File: src/rtl/trap_controller.sv
// M-mode trap/interrupt controller: prioritised interrupt/exception capture,
// vectored trap-address generation and a WFI sleep state driving the PC mux.
`timescale 1ns/1ps
module trap_controller #(
    parameter int unsigned     XLEN      = 32,
    parameter int unsigned     NUM_IRQ   = 16,
    parameter logic [XLEN-1:0] BOOT_ADDR = '0
) (
    input  logic               CLK,
    input  logic               RESET_N,
    input  logic               ILLEGAL_INSTR,
    input  logic               MISALIGNED_INSTR,
    input  logic               ECALL,
    input  logic               EBREAK,
    input  logic               MRET,
    input  logic               WFI,
    input  logic               E_IRQ,
    input  logic               T_IRQ,
    input  logic               S_IRQ,
    input  logic [NUM_IRQ-1:0] LOCAL_IRQ,
    input  logic               MIE,
    input  logic               MEIE,
    input  logic               MTIE,
    input  logic               MSIE,
    input  logic [NUM_IRQ-1:0] MLIE,
    input  logic               MEIP,
    input  logic               MTIP,
    input  logic               MSIP,
    input  logic [XLEN-3:0]    MTVEC_BASE,
    input  logic               MTVEC_MODE,
    output logic               I_OR_E,
    output logic [4:0]         CAUSE,
    output logic [XLEN-1:0]    TRAP_ADDR,
    output logic               SET_EPC,
    output logic               SET_CAUSE,
    output logic               MIE_CLEAR,
    output logic               MIE_SET,
    output logic               INSTRET_INC,
    output logic [1:0]         PC_SRC,
    output logic               STALL,
    output logic               SLEEPING
);

    typedef enum logic [2:0] {
        ST_RESET      = 3'd0,
        ST_OPERATING  = 3'd1,
        ST_TRAP_TAKEN = 3'd2,
        ST_RETURN     = 3'd3,
        ST_WAIT       = 3'd4
    } state_e;

    typedef enum logic [1:0] {
        PC_BOOT      = 2'd0,
        PC_OPERATING = 2'd1,
        PC_TRAP      = 2'd2,
        PC_EPC       = 2'd3
    } pc_src_e;

    if (NUM_IRQ < 1 || NUM_IRQ > 16) begin : g_num_irq_range
        $error("trap_controller: NUM_IRQ must be within 1..16");
    end
    if (BOOT_ADDR[1:0] != 2'b00) begin : g_boot_addr_align
        $error("trap_controller: BOOT_ADDR must be word aligned");
    end

    state_e              state_q, state_d;
    logic [4:0]          cause_q, cause_d;
    logic                i_or_e_q, i_or_e_d;
    logic [XLEN-1:0]     trap_addr_q, trap_addr_d;

    logic                eip, sip, tip;
    logic [NUM_IRQ-1:0]  lip;
    logic                ip, exception, irq_take, take;
    logic                lip_hit;
    logic [4:0]          lip_cause;
    logic                sel_irq;
    logic [4:0]          sel_cause;
    logic                capture;
    logic [XLEN-1:0]     base_addr;
    pc_src_e             pc_src;

    assign eip       = MEIE & (E_IRQ | MEIP);
    assign sip       = MSIE & (S_IRQ | MSIP);
    assign tip       = MTIE & (T_IRQ | MTIP);
    assign lip       = MLIE & LOCAL_IRQ;
    assign ip        = eip | sip | tip | (|lip);
    assign exception = ILLEGAL_INSTR | MISALIGNED_INSTR | ECALL | EBREAK;
    assign irq_take  = MIE & ip;
    assign take      = irq_take | exception;

    // Ascending scan so the highest pending local line wins.
    always_comb begin
        lip_hit   = 1'b0;
        lip_cause = 5'd16;
        for (int unsigned i = 0; i < NUM_IRQ; i++) begin
            if (lip[i]) begin
                lip_hit   = 1'b1;
                lip_cause = 5'(16 + i);
            end
        end
    end

    always_comb begin
        sel_irq   = 1'b1;
        sel_cause = '0;
        if (MIE & eip) begin
            sel_cause = 5'd11;
        end else if (MIE & sip) begin
            sel_cause = 5'd3;
        end else if (MIE & tip) begin
            sel_cause = 5'd7;
        end else if (MIE & lip_hit) begin
            sel_cause = lip_cause;
        end else begin
            sel_irq = 1'b0;
            if (ILLEGAL_INSTR) begin
                sel_cause = 5'd2;
            end else if (MISALIGNED_INSTR) begin
                sel_cause = 5'd0;
            end else if (ECALL) begin
                sel_cause = 5'd11;
            end else if (EBREAK) begin
                sel_cause = 5'd3;
            end
        end
    end

    always_comb begin
        state_d     = state_q;
        pc_src      = PC_BOOT;
        SET_EPC     = 1'b0;
        SET_CAUSE   = 1'b0;
        MIE_CLEAR   = 1'b0;
        MIE_SET     = 1'b0;
        INSTRET_INC = 1'b0;
        STALL       = 1'b0;
        SLEEPING    = 1'b0;
        case (state_q)
            ST_RESET: begin
                state_d = ST_OPERATING;
            end
            ST_OPERATING: begin
                pc_src      = PC_OPERATING;
                INSTRET_INC = 1'b1;
                if (take) begin
                    state_d = ST_TRAP_TAKEN;
                end else if (MRET) begin
                    state_d = ST_RETURN;
                end else if (WFI) begin
                    state_d = ST_WAIT;
                end
            end
            ST_TRAP_TAKEN: begin
                state_d   = ST_OPERATING;
                pc_src    = PC_TRAP;
                STALL     = 1'b1;
                SET_EPC   = 1'b1;
                SET_CAUSE = 1'b1;
                MIE_CLEAR = 1'b1;
            end
            ST_RETURN: begin
                state_d = ST_OPERATING;
                pc_src  = PC_EPC;
                STALL   = 1'b1;
                MIE_SET = 1'b1;
            end
            ST_WAIT: begin
                pc_src   = PC_OPERATING;
                STALL    = 1'b1;
                SLEEPING = 1'b1;
                if (irq_take) begin
                    state_d = ST_TRAP_TAKEN;
                end else if (ip) begin
                    state_d = ST_OPERATING;
                end
            end
            default: begin
                state_d = ST_OPERATING;
            end
        endcase
    end

    // Only OPERATING and WAIT can enter TRAP_TAKEN; in WAIT the entry is
    // always interrupt-driven, so the priority mux already picks an IRQ.
    assign capture   = ((state_q == ST_OPERATING) || (state_q == ST_WAIT)) &&
                       (state_d == ST_TRAP_TAKEN);
    assign base_addr = {MTVEC_BASE, 2'b00};

    always_comb begin
        cause_d     = cause_q;
        i_or_e_d    = i_or_e_q;
        trap_addr_d = trap_addr_q;
        if (capture) begin
            cause_d  = sel_cause;
            i_or_e_d = sel_irq;
            if (sel_irq && MTVEC_MODE) begin
                trap_addr_d = base_addr + XLEN'({sel_cause, 2'b00});
            end else begin
                trap_addr_d = base_addr;
            end
        end
    end

    always_ff @(posedge CLK or negedge RESET_N) begin
        if (!RESET_N) begin
            state_q     <= ST_RESET;
            cause_q     <= '0;
            i_or_e_q    <= 1'b0;
            trap_addr_q <= '0;
        end else begin
            state_q     <= state_d;
            cause_q     <= cause_d;
            i_or_e_q    <= i_or_e_d;
            trap_addr_q <= trap_addr_d;
        end
    end

    assign PC_SRC    = pc_src;
    assign CAUSE     = cause_q;
    assign I_OR_E    = i_or_e_q;
    assign TRAP_ADDR = trap_addr_q;

endmodule

File: config.mk
export PLATFORM = sky130hd
export DESIGN_NAME = trap_controller
export DESIGN_NICKNAME = d
export VERILOG_FILES = /design/src/rtl/trap_controller.sv
export SDC_FILE = /design/constraint.sdc
export NUM_CORES = 1
export LEC_CHECK = 0
export CORE_ASPECT_RATIO = 0.9
export CORE_UTILIZATION = 52
export DETAILED_ROUTE_END_ITERATION = 8
export DONT_BUFFER_PORTS = 1
export PLACE_DENSITY_LB_ADDON = 0.2
export SYNTH_ARGS = -nofsm -noshare
export SYNTH_HDL_FRONTEND = slang
export SYNTH_SLANG_ARGS = --single-unit
File: constraint.sdc
create_clock -name CLK -period 2.7 [get_ports CLK]
set_clock_uncertainty 0.15 [all_clocks]
set_input_delay 0.27 -clock CLK [delete_from_list [all_inputs] [get_ports CLK]]
set_output_delay 0.27 -clock CLK [all_outputs]
set_load 0.02 [all_outputs]
==> run metrics, run 1 <==
CP max FO=6; Die W=79.3 microns; Inst Count DP=377; Final min period=2.95 ns; clk buf depth=2; Yosys warnings=0; hold path depth=2; vias in the first global route=2,451; drt total wl=7.75 mm; Rows=24; synthesized flop and latch total=39; gr ovfl total=0; Area Overhead vs Synth=34.0%; Psw=0.000471 W; # Max-Cap Violations=0; Tot GR Track Use=27.2%; Final Instance Count excl. Fillers=397; Sw Share=32.3%; drt wl/cell=19.5 microns; drt initial violations=119; First-pass DRT Iterations=5; Post-DRT Antenna Nets=0; Fin Setup TNS=-4.35 ns; Area contributors post-synth=dfrtp_1 (35%), mux2_1 (11%), xor2_1 (7.5%); outcome=finished with violations; Root Buffer=clkbuf_8; post-synth cell types=55; Internal Power=0.000986 W; Seq pwr share=48.8%; PwrDens=389 nW/um^2; Slew Viols, Final=0; most frequent cell after synthesis=dfrtp_1; Reg-to-Reg Start=state_q[0]; TritonCTS clock tree=yes; Post-synth EDFFs=0; routability congestion estimate=0.850; Hold Crit Class=primary input to register; IO Port Bufs=0; RSZ-0062 raised after global routing=yes; synth cell count leaders=dfrtp_1 (39), mux2_1 (27), xor2_1 (24); clock-pin slew on the worst setup and hold paths=0.09 ns; drt drc=0; # setup viols final=25; Avg Inst Size Synth=9.67 sq um; Logic pwr share=24.2%; largest net degree at the start of global routing=40; sequential fraction of the synthesis area=34.9%; multi-input logic area=2130 sq um; TritonCTS Buffers=5; Hold Crit Start=MIE; Worst R2R Path Depth=7; Leak=1.68 nW; FF-to-FF End=CAUSE[3]; core area=5010 sq um; DP HPWL=5.42 mm; WP data arrival=2.98 ns; Setup crit end kind=register; Hold EP=state_q[2]; Synth Flop Type=dfrtp_1; Tot Pwr=0.00146 W; Crit path required time=2.73 ns; # IOs=128; Total Nets Final=418; Max IR drop VDD=0.329 mV; Min Hold Slack=0.0770 ns; H-tree depth=2; failing checks=setup timing; Antenna Cells=0; CP Launch Type=primary input; fin crit share=109%; die height=71.6 microns; Clock Power Share=27.0%; cells after synthesis=289; Slew Limit Headroom=58.2%; final core occ=74.7%; post-synth top area share=34.9%; setup ws final=-0.249 ns; share of layout cells above drive strength 1=41.3%; fmax=0.339 GHz; Final Hold Vio Count=0; worst-margin pin slew=0.620 ns; FF-to-FF setup slack=0.37 ns; critical path type=primary input to register; post-synthesis cell area=2800 sq um; Die ar.=5670 sq um; first-pass GRT wire length=12.0 mm; starting density of the core=55.7%; register area=976 sq um; vias per cell=6.16; fillcell total=345; Post-synth ARST share=100%; via count=2,446; Synth area leader=dfrtp_1; worst-skew pair later-pin latency=0.29 ns; initial antenna violation count=0; # clock sinks=39
## per-stage QoR
stage / setup WS, ns / area [sq um]
floorplan: -0.426 / 2890
global placement: -0.554 / 3180
detailed placement: -0.658 / 3180
CTS: -0.152 / 3630
global route: -0.341 / 3750
finish: -0.249 / 3750
## routing by layer
layer,global-route usage (%),part of all wire [%],vias to the layer above
li1,-,-,1143
met1,36.9,44,1203
met2,43.0,47,94
met3,8.41,8.1,6
met4,5.45,0.71,0
met5,0,0,-
## what timing repair did
| item | CTS | global route |
|---|---|---|
| pin swaps | 18 | 12 |
| hold endpoints to repair | 39 | 0 |
| endpoints found under the setup margin | 26 | 27 |
| gates resized for setup | 59 | 21 |
| hold buffers | 2 | 0 |
| buffers inserted | 8 | 1 |
| cloned | 1 | 0 |
## cells by family (layout without fill, tap and decap cells)
| logic type | after synthesis | after routing | synth area share, % |
|---|---|---|---|
| adder cells (fa/ha/maj) | 6 | 6 | 2.95 |
| multiplexers | 34 | 34 | 13.7 |
| AO/OA/AOI/OAI | 59 | 59 | 15.0 |
| XOR/XNOR | 27 | 27 | 8.46 |
| flip-flops | 39 | 39 | 34.9 |
| buffers and inverters | 27 | 69 | 5.51 |
| AND/OR/NAND/NOR | 96 | 96 | 19.3 |
| other | 1 | 2 | 0.134 |
## cell type report
class                   count  share of cell area [%]
inverters                  12                    1.20
clock inverters             2                   0.334
repair buffers             49                    11.4
multi-input cells         224                    56.9
flip-flops and latches     39                    26.1
well taps                  65                    2.17
clock buffers               6                    1.94
## worst max-delay path, cell delays in order
cell and delay, ns:
a22o_1 0.22, nand4bb_4 0.26, buf_4 0.19, inv_1 0.05, o21ai_0 0.07, a32o_2 0.25, ha_2 0.33, o21ai_0 0.10
o21ai_2 0.22, o2111ai_4 0.19, buf_6 0.19, nor4_2 0.24, xor2_1 0.10, mux2_1 0.30
## power groups by stage
stage / clock [W] / sequential [W] / combinational [W]
2_1_floorplan: 0 / 0.000710 / 0.000178
3_3_place_gp: 0 / 0.000719 / 0.000249
3_5_place_dp: 0 / 0.000721 / 0.000254
4_1_cts: 0.000402 / 0.000710 / 0.000329
5_1_grt: 0.000426 / 0.000716 / 0.000384
6_report: 0.000394 / 0.000711 / 0.000353
## worst max-delay path by stage
stage                         from            end  cells past startpoint
after floorplan           MLIE[11]  TRAP_ADDR[17]                     13
after global placement     MLIE[2]  TRAP_ADDR[18]                     16
after detailed placement   MLIE[3]  TRAP_ADDR[18]                     16
after CTS                  MLIE[9]  TRAP_ADDR[10]                     16
after global routing       MLIE[3]  TRAP_ADDR[18]                     17
final                      MLIE[9]  TRAP_ADDR[27]                     14
## flip-flops by register name, summed over array words and instances (netlist names)
signal     count
TRAP_ADDR     30
CAUSE          5
state_q        3
I_OR_E         1
## cell usage in the layout, fill, tap and decap left out, types with 2 or more instances in the layout
master	Yosys	final
nor3_2	1	5
nor4_2	1	6
clkbuf_8	0	5
a32oi_1	2	2
o21ai_0	19	15
nor3b_2	1	3
mux2_1	27	7
o21ai_2	0	2
nor2_2	0	2
nand4_1	3	3
a21o_1	3	3
conb_1	1	2
a22o_1	2	2
a22oi_2	0	4
nand2b_1	5	3
o31ai_4	0	2
a22oi_1	7	3
mux2_2	7	6
nor2_1	18	15
inv_1	12	11
buf_12	0	3
xnor2_1	3	3
and2_1	2	2
buf_6	4	5
nand2_1	22	22
dfrtp_1	39	39
nor4_4	0	8
buf_4	5	40
ha_1	5	2
a21oi_1	4	3
nand3_1	11	11
nor3_4	0	3
o211ai_1	2	2
and4_1	2	2
mux2_4	0	21
ha_2	0	2
xor2_1	24	24
Power figures use the tool's default switching activity.
==> inputs of run 2 (changes only) <==
--- a/config.mk
+++ b/config.mk
@@ -7,6 +7,7 @@
 export LEC_CHECK = 0
 export CORE_ASPECT_RATIO = 0.9
 export CORE_UTILIZATION = 52
+export CTS_BUF_LIST = sky130_fd_sc_hd__clkbuf_16
 export DETAILED_ROUTE_END_ITERATION = 8
 export DONT_BUFFER_PORTS = 1
 export PLACE_DENSITY_LB_ADDON = 0.2
==> constraint.sdc (replaced) <==
create_clock -name CLK -period 3.52 [get_ports CLK]
set_clock_uncertainty 0.15 [all_clocks]
set_input_delay 0.352 -clock CLK [delete_from_list [all_inputs] [get_ports CLK]]
set_output_delay 0.352 -clock CLK [all_outputs]
set_load 0.02 [all_outputs]
==> run 2 against run 1 <==
The flow now finishes without violations; non-clock buffer count is 25 lower; utilization is 11 points lower; sequential share of layout area is 4.4 points higher; setup slack better by 0.50 ns; hold slack better by 0.088 ns; die area stayed put; critical path type unchanged.
==> run metrics, run 2 (same netlist as run 1, synthesis figures left out) <==
outcome=complete, no violations; # clock sinks=39; Sw Share=28.4%; H-tree depth=2; setup ws final=0.249 ns; RSZ-0062 raised after global routing=yes; initial antenna violation count=0; Internal Power=0.000824 W; DP HPWL=5.04 mm; Slew Limit Headroom=29.7%; most common cell after layout, fill and taps aside=dfrtp_1; Area Overhead vs Synth=14.6%; fin crit share=92.9%; Final Hold Vio Count=0; via count=2,301; Max IR drop VDD=0.295 mV; Slew Viols, Final=0; clk buf depth=2; largest net degree at the start of global routing=40; worst-margin pin slew=1.05 ns; Fin Setup TNS=0 ns; vias per cell=6.19; # setup viols final=0; final core occ=63.9%; TritonCTS Buffers=5; Setup Slack @ Placement=-0.144 ns; IO Port Bufs=0; Inst Count DP=360; first-pass GRT wire length=10.4 mm; max FFs per register=30; die height=71.6 microns; Final Instance Count excl. Fillers=372; Hold Crit Class=primary input to register; critical path type=primary input to register; Total Nets Final=393; CP max FO=5; drt total wl=6.77 mm; CP Launch Type=primary input; final instance area=3200 sq um; fmax=0.306 GHz; WP data arrival=3.28 ns; Seq pwr share=47.3%; Logic pwr share=16.0%; Rows=24; Final min period=3.27 ns; Crit path required time=3.53 ns; drt wl/cell=18.2 microns; TritonCTS clock tree=yes; vias in the first global route=2,235; Tot GR Track Use=23.3%; starting density of the core=55.7%; First-pass DRT Iterations=5; Post-DRT Antenna Nets=0; share of layout cells above drive strength 1=19.2%; Root Buffer=clkbuf_16; worst-skew pair later-pin latency=0.27 ns; commonest non-fill, non-tap cells in the layout=dfrtp_1 (39), mux2_1 (27), xor2_1 (24), nand2_1 (22), buf_4 (21); clock-pin slew on the worst setup and hold paths=0.06 ns; Clock Power Share=36.7%; # IOs=128; Psw=0.000327 W; Antenna Cells=0; Die ar.=5670 sq um; routability congestion estimate=0.894; Leak=1.31 nW; drt initial violations=94; gr ovfl total=0; PwrDens=359 nW/um^2; drt drc=0; core area=5010 sq um; placed cell area=2950 sq um; Die W=79.3 microns; # Max-Cap Violations=0; Setup crit end kind=register
run 2: cell count changes in the layout (fill, tap and decap cells not counted), sizes merged:
cell / change
buf: -25
inv: +2
clkbuf: -1
clkinvlp: -1
run 2: power by group through the flow:
stage               sequential (W)  combinational [W]  clock [W]
finish                    0.000545           0.000184   0.000422
global route              0.000549           0.000206   0.000451
CTS                       0.000545           0.000176   0.000434
detailed placement        0.000553           0.000162          0
global placement          0.000552           0.000158          0
floorplan                 0.000545           0.000124          0
run 2: path summary, 6_finish.rpt:
check                      slack, ns       endpoint  cells past startpoint  startpoint
hold reg to reg                 0.48         I_OR_E                      1      I_OR_E
hold / removal                  0.17     state_q[2]                      2         MIE
setup / recovery                0.25  TRAP_ADDR[24]                     15     MLIE[9]
min in group asynchronous       0.38  TRAP_ADDR[25]                      2     RESET_N
setup reg to reg                0.97   TRAP_ADDR[5]                      7  state_q[1]
max in group asynchronous       2.64   TRAP_ADDR[6]                      2     RESET_N
run 2: metrics by stage:
stage / hold WS [ns] / power (W)
after floorplan: -0.0936 / 0.000669
after global placement: -0.0928 / 0.000710
after detailed placement: -0.0928 / 0.000715
after CTS: 0.160 / 0.00116
after global routing: 0.188 / 0.00121
final: 0.166 / 0.00115
run 2: per-layer routing:
metal	share of wire (%)	up-vias	wire length, microns	track usage, %
li1	-	1095	-	-
met1	43	1099	2920	30.0
met2	45	101	3070	36.5
met3	11	6	719	10.3
met4	0.90	0	61	4.85
met5	0	-	0	0
run 2: worst max-delay path: stages:
cell and delay [ns]:
a22o_1 0.24, nand4bb_4 0.25, nor2_1 0.16, nor3_2 0.06, o311a_1 0.14, nor3_1 0.22
ha_1 0.20, inv_1 0.05, fa_1 0.39, nand2b_1 0.18, a21oi_2 0.21, o21bai_2 0.16
nor4_1 0.27, xor2_1 0.10, mux2_1 0.29
run 2: area by class of cell:
type | count | area [sq um]
Fill cell | 421 | 1810
Timing Repair Buffer | 24 | 208
Clock buffer | 5 | 125
Multi-Input combinational cell | 224 | 1760
Clock inverter | 3 | 12.5
Sequential cell | 39 | 976
Inverter | 12 | 45.0
Tap cell | 65 | 81.3
run 2: timing repair:
action                                  4_1_cts  5_1_grt
hold buffers                                  2        0
hold endpoints to repair                     39        0
endpoints found under the setup margin        0       20
buffers inserted                              0        2
resized for setup                             0       15
==> inputs of run 3 (changes only) <==
==> constraint.sdc (replaced) <==
create_clock -name CLK -period 3.25 [get_ports CLK]
set_clock_uncertainty 0.15 [all_clocks]
set_input_delay 0.325 -clock CLK [delete_from_list [all_inputs] [get_ports CLK]]
set_output_delay 0.325 -clock CLK [all_outputs]
set_load 0.02 [all_outputs]
==> run 3 against run 2 <==
Final area grew 4.0%; die area is the same; power is 17% higher; combinational power grew 21%; routed wire length grew 1.7%; via count up 1.1%; sequential power rose by 8.3%; register-to-register slack got worse by 0.11 ns; clock-buffer cell count is the same; hold slack got worse by 0.029 ns; clock power up 28%; setup slack worse by 0.16 ns; critical path type unchanged; largest cell class unchanged; highest routed layer unchanged.
==> run metrics, run 3 (same netlist as run 1, synthesis figures left out) <==
outcome=complete, no violations; Slew Limit Headroom=57.4%; # setup viols final=0; first-pass GRT wire length=11.0 mm; Area Overhead vs Synth=19.2%; max FFs per register=30; Final Hold Vio Count=0; gr ovfl total=0; Leak=1.38 nW; clock-pin slew on the worst setup and hold paths=0.06 ns; Sw Share=27.2%; Post-DRT Antenna Nets=0; Fin Setup TNS=0 ns; DP HPWL=5.24 mm; routed wl met2=3.17 mm; worst-margin pin slew=0.633 ns; Setup crit end kind=register; Hold Crit Class=primary input to register; delay-heaviest family, CP=simple AND/OR/NAND/NOR gates; # Max-Cap Violations=0; max layer used=met4; Rows=24; Worst R2R Path Depth=7; largest net degree at the start of global routing=40; Most common cell on crit path=nor3_2; wl on met1=3.02 mm; CP Launch Type=primary input; Root Buffer=clkbuf_16; core area=5010 sq um; Clock Power Share=39.9%; TritonCTS Buffers=5; drt total wl=6.88 mm; vias in the first global route=2,330; Final min period=3.16 ns; fmax=0.317 GHz; H-tree depth=2; Post-CTS Setup Bufs=0; Internal Power=0.000985 W; met3 WL post-DR=623 microns; most common cell after layout, fill and taps aside=dfrtp_1; drt initial violations=47; Logic pwr share=16.5%; placed cell area=3080 sq um; initial antenna violation count=0; hold path depth=2; Min Hold Slack=0.137 ns; Seq pwr share=43.6%; First-pass DRT Iterations=4; Tot GR Track Use=25.0%; slowest cell on the critical path=fa_2; TritonCTS clock tree=yes; CP cell instances=a22o_1 -> nand4bb_4 -> nor2_2 -> nor3_2 -> o311a_1 -> nor3_2 -> ha_2 -> inv_1 -> fa_2 -> nand2b_4 -> a21oi_4 -> o21bai_2 -> buf_4 -> nor4_4 -> xor2_1 -> mux2_1; # clock sinks=39; WP depth=16; Final Instance Count excl. Fillers=383; drt wl/cell=18.0 microns; die height=71.6 microns; via count=2,327; starting density of the core=55.7%; share of layout cells above drive strength 1=23.6%; Max IR drop VDD=0.362 mV; Psw=0.000367 W; routability congestion estimate=0.851; PwrDens=406 nW/um^2; fillcell total=431; Die ar.=5670 sq um; vias per cell=6.08; Total Nets Final=405; clk buf depth=2; Crit path required time=3.26 ns; Buf/Inv on CP=2; # IOs=128; critical path type=primary input to register; worst-skew pair later-pin latency=0.28 ns; Antenna Cells=0; IO Port Bufs=0; max incr delay on CP=0.34 ns; RSZ-0062 raised after global routing=yes; drt drc=0; Slew Viols, Final=0; CP max FO=5; commonest non-fill, non-tap cells in the layout=dfrtp_1 (39), buf_4 (34), mux2_1 (27), xor2_1 (24), nand2_1 (22); final instance area=3330 sq um; Die W=79.3 microns; Inst Count DP=374; WP data arrival=3.17 ns; fin crit share=97.1%
[run 3: changes by cell type in the layout (fill, tap and decap cells not counted), sizes merged]
cell | previous run | this run
buf | 23 | 35
inv | 14 | 13
clkinv | 1 | 0
bufinv | 0 | 1
[run 3: final timing paths]
kind                          startpoint             to  slack, ns
max                              MLIE[9]  TRAP_ADDR[24]       0.09
min                                  MIE     state_q[2]       0.14
max reg2reg                   state_q[1]  TRAP_ADDR[19]       0.86
min reg2reg                TRAP_ADDR[27]  TRAP_ADDR[27]       0.49
max in group asynchronous        RESET_N         I_OR_E       2.40
min in group asynchronous        RESET_N  TRAP_ADDR[25]       0.36
[run 3: layout make-up]
cell class,count,area [sq um],area share [%]
multi-input cells,224,1780,53.6
flip-flops and latches,39,976,29.3
repair buffers,36,285,8.57
clock buffers,5,125,3.76
well taps,65,81.3,2.44
inverters,12,45.0,1.35
clock inverters,2,33.8,1.01
[run 3: layer usage]
layer	track usage [%]	vias up
met2	38.9	85
met1	32.1	1119
li1	-	1115
met3	11.3	8
met4	5.05	0
met5	0	-
[run 3: timing repair]
action	CTS	global route
endpoints found under the hold margin	39	0
pin swaps	0	2
resized for setup	3	9
hold buffers	2	0
cloned	0	0
setup endpoints to repair	6	23
[run 3: metrics by stage]
stage,power [W],setup slack (ns),util (%)
after CTS,0.00136,0.00398,65.6
final,0.00135,0.0938,66.4
after global placement,0.000793,-0.284,61.5
after detailed placement,0.000799,-0.312,61.5
after floorplan,0.000733,-0.00479,-
after global routing,0.00142,-0.0550,66.4
[run 3: power by group through the flow]
stage                     Sequential [W]  Combinational (W)  Clock [W]
after floorplan                 0.000590           0.000143          0
after global placement          0.000597           0.000195          0
after detailed placement        0.000598           0.000201          0
after CTS                       0.000590           0.000218   0.000547
after global routing            0.000595           0.000248   0.000577
final                           0.000590           0.000223   0.000540
